[src/rtl/div_seq_ctrl.sv]
// -----------------------------------------------------------------------------
// div_seq_ctrl
//   Sequencer for an iterative shift-subtract divider datapath. A Start pulse
//   produces one Load cycle and then WIDTH consecutive W_ctrl cycles. After that
//   the result is held in DONE (Ready=1) until the consumer acknowledges it.
//
//   Handshake: Ready=1 means a result is valid and stays high until Ack=1 or
//   Abort=1 is sampled on a rising clk edge. Ack together with Start in DONE
//   starts the next divide directly in LOAD, with no IDLE cycle between the
//   two operations. Start is only accepted in IDLE, and in DONE together with
//   Ack. It is ignored in LOAD and RUN and is not remembered for later.
//
//   Optional feature macro: DIV_ZERO_CHK_EN
//     defined   - DivByZero is captured together with an accepted Start. A
//                 zero divisor skips the iterations (LOAD -> DONE) and
//                 reports Err=1 together with Ready.
//     undefined - DivByZero is ignored, Err is always 0.
//
// Ports
//   clk        clock, rising edge
//   Reset      asynchronous, active-high reset
//   Start      request a new divide
//   Abort      cancel the operation in progress (also releases DONE)
//   Ack        consumer took the result; releases DONE
//   DivByZero  divisor-is-zero flag, sampled with Start
//   Load       load operands / clear remainder (one cycle)
//   W_ctrl     iteration write/shift enable
//   Iter       current iteration index, 0..WIDTH-1
//   Busy       high in LOAD and RUN
//   Ready      result valid (DONE)
//   Err        divide-by-zero result, qualified by Ready
//   dbg_state  current FSM state, for debug and checkers
// -----------------------------------------------------------------------------
module div_seq_ctrl #(
  parameter int WIDTH = 32,
  localparam int CNT_W = $clog2(WIDTH)
) (
  input  logic             clk,
  input  logic             Reset,
  input  logic             Start,
  input  logic             Abort,
  input  logic             Ack,
  input  logic             DivByZero,
  output logic             Load,
  output logic             W_ctrl,
  output logic [CNT_W-1:0] Iter,
  output logic             Busy,
  output logic             Ready,
  output logic             Err,
  output logic [1:0]       dbg_state
);

  typedef enum logic [1:0] {
    IDLE = 2'd0,
    LOAD = 2'd1,
    RUN  = 2'd2,
    DONE = 2'd3
  } state_t;

  localparam logic [CNT_W-1:0] LAST = CNT_W'(WIDTH - 1);

  state_t           state;
  logic [CNT_W-1:0] cnt;
  logic             err_q;
  logic             dbz_in;

  // With the check disabled the flag is masked to 0, so err_q stays 0 and
  // the LOAD -> DONE shortcut below can never be taken.
`ifdef DIV_ZERO_CHK_EN
  assign dbz_in = DivByZero;
`else
  assign dbz_in = DivByZero & 1'b0;
`endif

  always_ff @(posedge clk or posedge Reset) begin
    if (Reset) begin
      state <= IDLE;
      cnt   <= '0;
      err_q <= 1'b0;
    end else begin
      case (state)
        IDLE: begin
          if (Start) begin
            state <= LOAD;
            err_q <= dbz_in;
          end
        end

        LOAD: begin
          if (Abort) begin
            state <= IDLE;
            cnt   <= '0;
            err_q <= 1'b0;
          end else if (err_q) begin
            // Zero divisor: no iterations. Park the index at its final
            // value so Iter in DONE reads the same as after a full run.
            state <= DONE;
            cnt   <= LAST;
          end else begin
            state <= RUN;
            cnt   <= '0;
          end
        end

        RUN: begin
          if (Abort) begin
            state <= IDLE;
            cnt   <= '0;
            err_q <= 1'b0;
          end else if (cnt == LAST) begin
            // The index holds at WIDTH-1 and never wraps.
            state <= DONE;
          end else begin
            cnt <= cnt + 1'b1;
          end
        end

        DONE: begin
          // Abort wins over Ack and Start. Start without Ack is ignored so
          // the pending result is not overwritten.
          if (Abort) begin
            state <= IDLE;
            cnt   <= '0;
            err_q <= 1'b0;
          end else if (Ack) begin
            cnt <= '0;
            if (Start) begin
              state <= LOAD;
              err_q <= dbz_in;
            end else begin
              state <= IDLE;
              err_q <= 1'b0;
            end
          end
        end

        default: begin
          state <= IDLE;
          cnt   <= '0;
          err_q <= 1'b0;
        end
      endcase
    end
  end

  // Moore decode from the state register. An asynchronous reset therefore
  // clears every output immediately. cnt is already 0 in IDLE and LOAD.
  assign Load      = (state == LOAD);
  assign W_ctrl    = (state == RUN);
  assign Busy      = (state == LOAD) || (state == RUN);
  assign Ready     = (state == DONE);
  assign Err       = (state == DONE) && err_q;
  assign Iter      = cnt;
  assign dbg_state = state;

endmodule

[config.mk]
export PLATFORM = sky130hd
export DESIGN_NAME = div_seq_ctrl
export DESIGN_NICKNAME = d
export VERILOG_FILES = /design/src/rtl/div_seq_ctrl.sv
export SDC_FILE = /design/constraint.sdc
export NUM_CORES = 1
export LEC_CHECK = 0
export CORE_MARGIN = 4
export CORE_UTILIZATION = 39
export CTS_BUF_LIST = sky130_fd_sc_hd__clkbuf_16
export DETAILED_ROUTE_END_ITERATION = 6
export GPL_ROUTABILITY_DRIVEN = 0
export GPL_TIMING_DRIVEN = 0
export PLACE_DENSITY = 0.83
export SYNTH_ARGS = -nofsm -noshare
export SYNTH_HDL_FRONTEND = slang
export SYNTH_SLANG_ARGS = --single-unit
[constraint.sdc]
create_clock -name clk -period 1.75 [get_ports clk]
set_input_delay 0.35 -clock clk [delete_from_list [all_inputs] [get_ports clk]]
set_output_delay 0.35 -clock clk [all_outputs]
set_load 0.05 [all_outputs]
==> metrics.cfg, run 1 <==
[timing]
slew_violations=0
setup_tns_ns=0
min_period_ns=1.722
min_period_over_period_pct=98.38
skew_ns=0.0007670
finalSetupViolCount=0
max_freq_mhz=580.9
hold_viol=0
rsz0062_at_grt=yes
finalWorstSetupSlack_ns=0.02843

[flow_run]
maxCapViolations=0

[die]
start_util_pct=41.63
core_area_um2=1301
io_pins=18
rows=13
die_h_um=45.27
dieArea_um2=2049
die_x_um=45.27

[pwr]
total_power_uw=1375
ir_drop_uv=1613
power.density_nw_per_um2=1623
p_leak_uw=0.0003847

[worst_setup_path]
timing.rr.start=Iter[1]
r2r_slack_ns=0.03
critical-path-top-delay-family=compound AO/OA/AOI/OAI gates
path_cells=ha_4 -> and3_4 -> ha_4 -> a21oi_1 -> a21oi_1 -> a221o_1
cp-startpoint=Iter[1]
cp_slowest_cell=dfrtp_2
cp-endpoint=Iter[3]
crit_type=reg -> reg
r2r-end=Iter[3]
cp_num_buf_inv=0
cp.arrival_ns=1.83
required_ns=1.86
worstRegToRegCells=6
critPathMaxFanout=4
endpoint_kind=register
critPathLaunchType=register
cp.depth=6
critPathMaxStageDelay_ns=0.43

[grt]
grt_pass1_vias=519
antenna_found_initial=0
gr-usage-met1_pct=20.44
grt.total_usage_pct=16.37
grt_max_degree=11
overflow=0
top_usage_layer=met2
grtUsageMet3_pct=4.781
use_met2_pct=25.14
grt_pass1_wl_mm=2.346

[drt]
routed-via-count=521
drt-total-wl_mm=1.537
via_per_inst=5.371
firstDrtPassIters=2
first_iter_violations=23
ant_nets=0
routedWlPerCell_um=15.85
drc_errors=0

[logic_synthesis]
syn_area_per_cell_um2=9.030
synth_warnings=0
syn-cell-area_um2=541.8
synth_cell_types=25
ys_ff_latch=7
synth.area.mux_share_pct=0
seq_area_frac_synth_pct=32.33
synth_nets=73
synthCells=60
synth_top_family_by_area=simple AND/OR/NAND/NOR gates
synthSimpleGateAreaFrac_pct=26.10
synth_fa_ha_area_share_pct=16.17
synth_xor_area_share_pct=0
synth_compound_area_share_pct=19.86

[clock_network]
cts_tree=built
clockBufferDepth=2
hold_buffers=0
htree_levels=1
cts_inserted_buffers=3
clkSinkCount=7
cts_root_buf=clkbuf_16
path_clk_slew_ns=0.04
clock_latency_ns=0.23

[placement]
dp_hpwl_mm=1.079
portBuffers=15
dp_slack_ns=-0.2459

[cells_and_area]
area_growth_pct=56.35
num-nets-final=96
fillers=102
num_antenna_cells=0
final_layout_size_suffix_gt1_share_pct=34.15

[status]
status=complete, no violations

[min_path]
min_path_type=in -> async

-- per-layer routing --
metal  up-vias  share of wire, %  wire length (um)
li1        255                 -                 -
met1       252                46               708
met2         9                49               753
met3         5               2.9                45
met4         0               1.9                29
met5         -                 0                 0
-- final cells by class --
class | instances | area, um2 | area share, %
buffer | 2 | 11.26 | 1.329
clock buffer | 3 | 75.07 | 8.863
clock inverter | 1 | 3.754 | 0.4431
inverter | 4 | 15.01 | 1.773
multi-input combinational | 47 | 396.6 | 46.82
sequential | 7 | 182.7 | 21.57
tap | 15 | 18.77 | 2.216
timing repair buffer | 18 | 143.9 | 16.99
-- worst min-delay path by stage --
| stage | from | endpoint | cells after the start |
|---|---|---|---|
| floorplan | Reset | Iter[4] | 1 |
| global placement | Iter[2] | Iter[2] | 2 |
| detailed placement | Iter[3] | Iter[3] | 1 |
| CTS | Reset | Iter[4] | 2 |
| global route | Reset | Iter[0] | 2 |
| finish | Reset | Iter[4] | 2 |
-- report_power, final --
part           switching [uW]  total [uW]  internal [uW]  leakage [uW]
Sequential               37.6         234            196     0.0000858
Combinational             525         755            230      0.000257
Clock                    88.6         386            297     0.0000423
Total                     651        1370            724      0.000385
-- Yosys cell counts, drive strengths merged --
cell type,n,area share (%)
o21bai,1,1.4
nand3,3,2.8
nor4b,1,4.4
nand2b,3,3.9
clkbuf,1,0.69
buf,1,1.4
a22oi,2,2.8
nor3,1,0.92
inv,4,2.8
a21oi,5,4.6
o21ai,3,2.8
nand2,6,4.2
o32ai,1,3.0
a22o,1,1.6
nor2,4,2.8
nor3b,1,1.4
dfrtp,7,32
or2,1,1.2
conb,1,0.69
nor2b,3,3.5
ha,7,16
o22a,1,1.8
a221o,1,1.8
and3,1,1.2
-- state kept, by name (all words and copies together) (netlist names) --
signal     flops
Iter           5
dbg_state      2
-- what timing repair did --
action,4_1_cts,5_1_grt
setup buffers,0,3
endpoints found under the setup margin,11,6
resized for setup,21,4
pin swaps,0,4
-- worst reg2reg max path, delay by kind of cell, from the launching register on --
family | cells | cell delay, ns
adders and majority gates | 2 | 0.34
AOI/OAI and AO/OA | 3 | 0.65
and+or+nand+nor | 1 | 0.18
DFF | 1 | 0.43
-- kinds of logic after synthesis --
family / Yosys count
other cells: 1
simple gates: 24
flops: 7
buf+inv: 6
compound gates: 15
fa+ha+maj: 7
-- cell usage in the layout, fill, tap and decap left out, types with 2 or more instances in the layout --
master	n
buf_2	3
ha_1	3
dlygate4sd2_1	7
inv_1	5
clkdlybuf4s50_1	4
nor2b_1	3
o21ai_0	3
nand2_1	6
a21oi_1	4
clkbuf_16	3
nor2_1	4
nand3_1	3
buf_4	4
ha_4	3
dfrtp_2	6
a22oi_1	2
-- stage by stage --
step	hold WS (ns)	instances	utilization (%)	area, um2
floorplan	0.1530	60	-	605.6
global placement	0.5435	90	59.52	774.5
detailed placement	0.5555	90	59.52	774.5
CTS	0.3600	94	64.13	834.6
global route	0.3783	97	65.10	847.1
finish	0.3554	97	65.10	847.1
No activity file was read; power rests on OpenSTA's default activity.
==> run 2: changes to the inputs <==
Settings changed: CORE_AREA set to 4 4 41 43, CORE_MARGIN 4 to unset, CORE_UTILIZATION 39 to unset, CTS_CLUSTER_SIZE set to 10, DIE_AREA set to 0 0 45 47, PLACE_DENSITY 0.83 to 0.82, SLEW_MARGIN set to 20.
Clock period 1.75 ns to 2 ns, I/O delays scaled along.
==> run 2 against run 1 <==
Net effect: utilization is 4.4 points lower; non-clock buffer count shrank 3; critical path depth is 3 lower; die area up 3.2%; largest cell class unchanged; highest routed layer unchanged.
==> metrics.cfg, run 2 (synthesis results as in run 1) <==
[cells_and_area]
num-nets-final=93  ; -3.1%
num_antenna_cells=0  ; unchanged
final_layout_size_suffix_gt1_share_pct=18.99  ; -15 points
largest_register_ffs=5  ; unchanged
postLayoutCellArea_um2=789.5  ; -6.8%
final_util_pct=60.67  ; -4.4 points
final_cell_mix=clkdlybuf4s50_1 (11), nand2_1 (6), dfrtp_1 (5), inv_1 (5), ha_1 (5)
area_growth_pct=45.73
final_common_cell=clkdlybuf4s50_1

[timing]
skew_ns=0.003737  ; +0.002970 ns
max_freq_mhz=523.4
finalWorstSetupSlack_ns=0.08957  ; +0.06114 ns
min_period_ns=1.910
worst_pin_slew_ns=0.5054
slew_violations=0  ; unchanged
relSlewSlack_pct=66.20
hold_viol=0  ; unchanged
min_period_over_period_pct=95.52
setup_tns_ns=0  ; unchanged
holdWs_ns=0.3963  ; +0.04090 ns
rsz0062_at_grt=no
finalSetupViolCount=0  ; unchanged

[placement]
dp_hpwl_um=947.4  ; -12%
portBuffers=15  ; unchanged
place_area_um2=718.2  ; -7.3%
dp_slack_ns=-0.05221  ; +0.1936 ns

[clock_network]
clockBufferDepth=2  ; unchanged
post_cts_buffers=0  ; unchanged
path_clk_slew_ns=0.04  ; about the same
clkSinkCount=7  ; unchanged
cts_tree=built
clock_latency_ns=0.23  ; about the same
cts_root_buf=clkbuf_16
cts_inserted_buffers=3  ; unchanged
htree_levels=1  ; unchanged

[worst_setup_path]
required_ns=1.60  ; -0.26 ns
critPathLaunchType=register
critPathMaxFanout=4  ; unchanged
crit_type=reg -> out
r2r_slack_ns=0.09  ; +0.06 ns
worstRegToRegCells=7  ; +1
timing.rr.start=Iter[0]
r2r-end=dbg_state[0]
cp.arrival_ns=1.51  ; -0.32 ns
endpoint_kind=output port

[die]
die_h_um=47  ; +3.8%
core_area_um2=1301  ; unchanged
dieArea_um2=2115  ; +3.2%
io_pins=18  ; unchanged
rows=13  ; unchanged
die_x_um=45  ; -0.60%
start_util_pct=41.63  ; unchanged

[grt]
grt_pass1_wl_mm=2.352  ; +0.26%
grt.total_usage_pct=15.74  ; -0.63 points
grt_pass1_vias=547  ; +5.4%
antenna_found_initial=0  ; unchanged
overflow=0  ; unchanged
grt_max_degree=11  ; unchanged

[drt]
first_iter_violations=11  ; -52%
routedWlPerCell_um=14.62  ; -7.8%
ant_nets=0  ; unchanged
routed-via-count=516  ; -0.96%
drc_errors=0  ; unchanged
drt-total-wl_mm=1.374  ; -11%
firstDrtPassIters=4  ; +2
via_per_inst=5.489  ; +2.2%

[flow_run]
maxCapViolations=0  ; unchanged

[pwr]
ir_drop_uv=845.8  ; -48%
power.density_nw_per_um2=1506  ; -7.2%
p_leak_uw=0.0003530  ; -8.3%

[min_path]
min_path_type=in -> async

[status]
status=complete, no violations

run 2: repair_timing:
action,in CTS,in global routing
resized for setup,5,5
pin swaps,0,1
endpoints found under the setup margin,4,6
hold buffers,0,0
run 2: cell type report:
type | instances | area, um2
Sequential cell | 7 | 177.7
Multi-Input combinational cell | 47 | 349.1
Timing Repair Buffer | 15 | 138.9
Tap cell | 15 | 18.77
Inverter | 4 | 15.01
Fill cell | 127 | 511.7
Buffer | 2 | 11.26
Clock buffer | 3 | 75.07
Clock inverter | 1 | 3.754
run 2: routing by layer:
layer | track usage [%] | vias up | part of all wire, %
li1 | - | 245 | -
met1 | 17.13 | 249 | 40
met2 | 26.55 | 18 | 53
met3 | 5.747 | 4 | 5.2
met4 | 8.772 | 0 | 1.8
met5 | 0 | - | 0
run 2: worst max-delay path, stage by stage, from the launching register on:
cell and delay [ns]:
dfrtp_1 0.41, inv_1 0.15, ha_1 0.20, clkdlybuf4s15_1 0.52
run 2: through the flow:
step,std cells,total power [uW]
2_1_floorplan,60,700.9
3_3_place_gp,90,864.8
3_5_place_dp,90,878.4
4_1_cts,94,1192
5_1_grt,94,1261
6_report,94,1189
run 2: how the worst max path moves through the flow:
stage,cells past startpoint,start,slack (ns),to
floorplan,6,dbg_state[0],0.11,dbg_state[1]
CTS,3,dbg_state[0],0.001,W_ctrl
detailed placement,3,dbg_state[0],-0.05,W_ctrl
global route,7,Iter[0],0.008,dbg_state[0]
finish,3,dbg_state[1],0.09,Load
global placement,3,dbg_state[0],-0.06,W_ctrl
run 2: report_power, final:
group / total [uW] / internal [uW] / switching, uW
clock: 339 / 260 / 78.3
combinational: 649 / 207 / 442
sequential: 201 / 168 / 33.0
total: 1190 / 636 / 553
==> run 3: changes to the inputs <==
Settings changed: CAP_MARGIN set to 5.
==> results of run 3 <==
No change in the layout: final DEF, timing and power equal those of run 2.
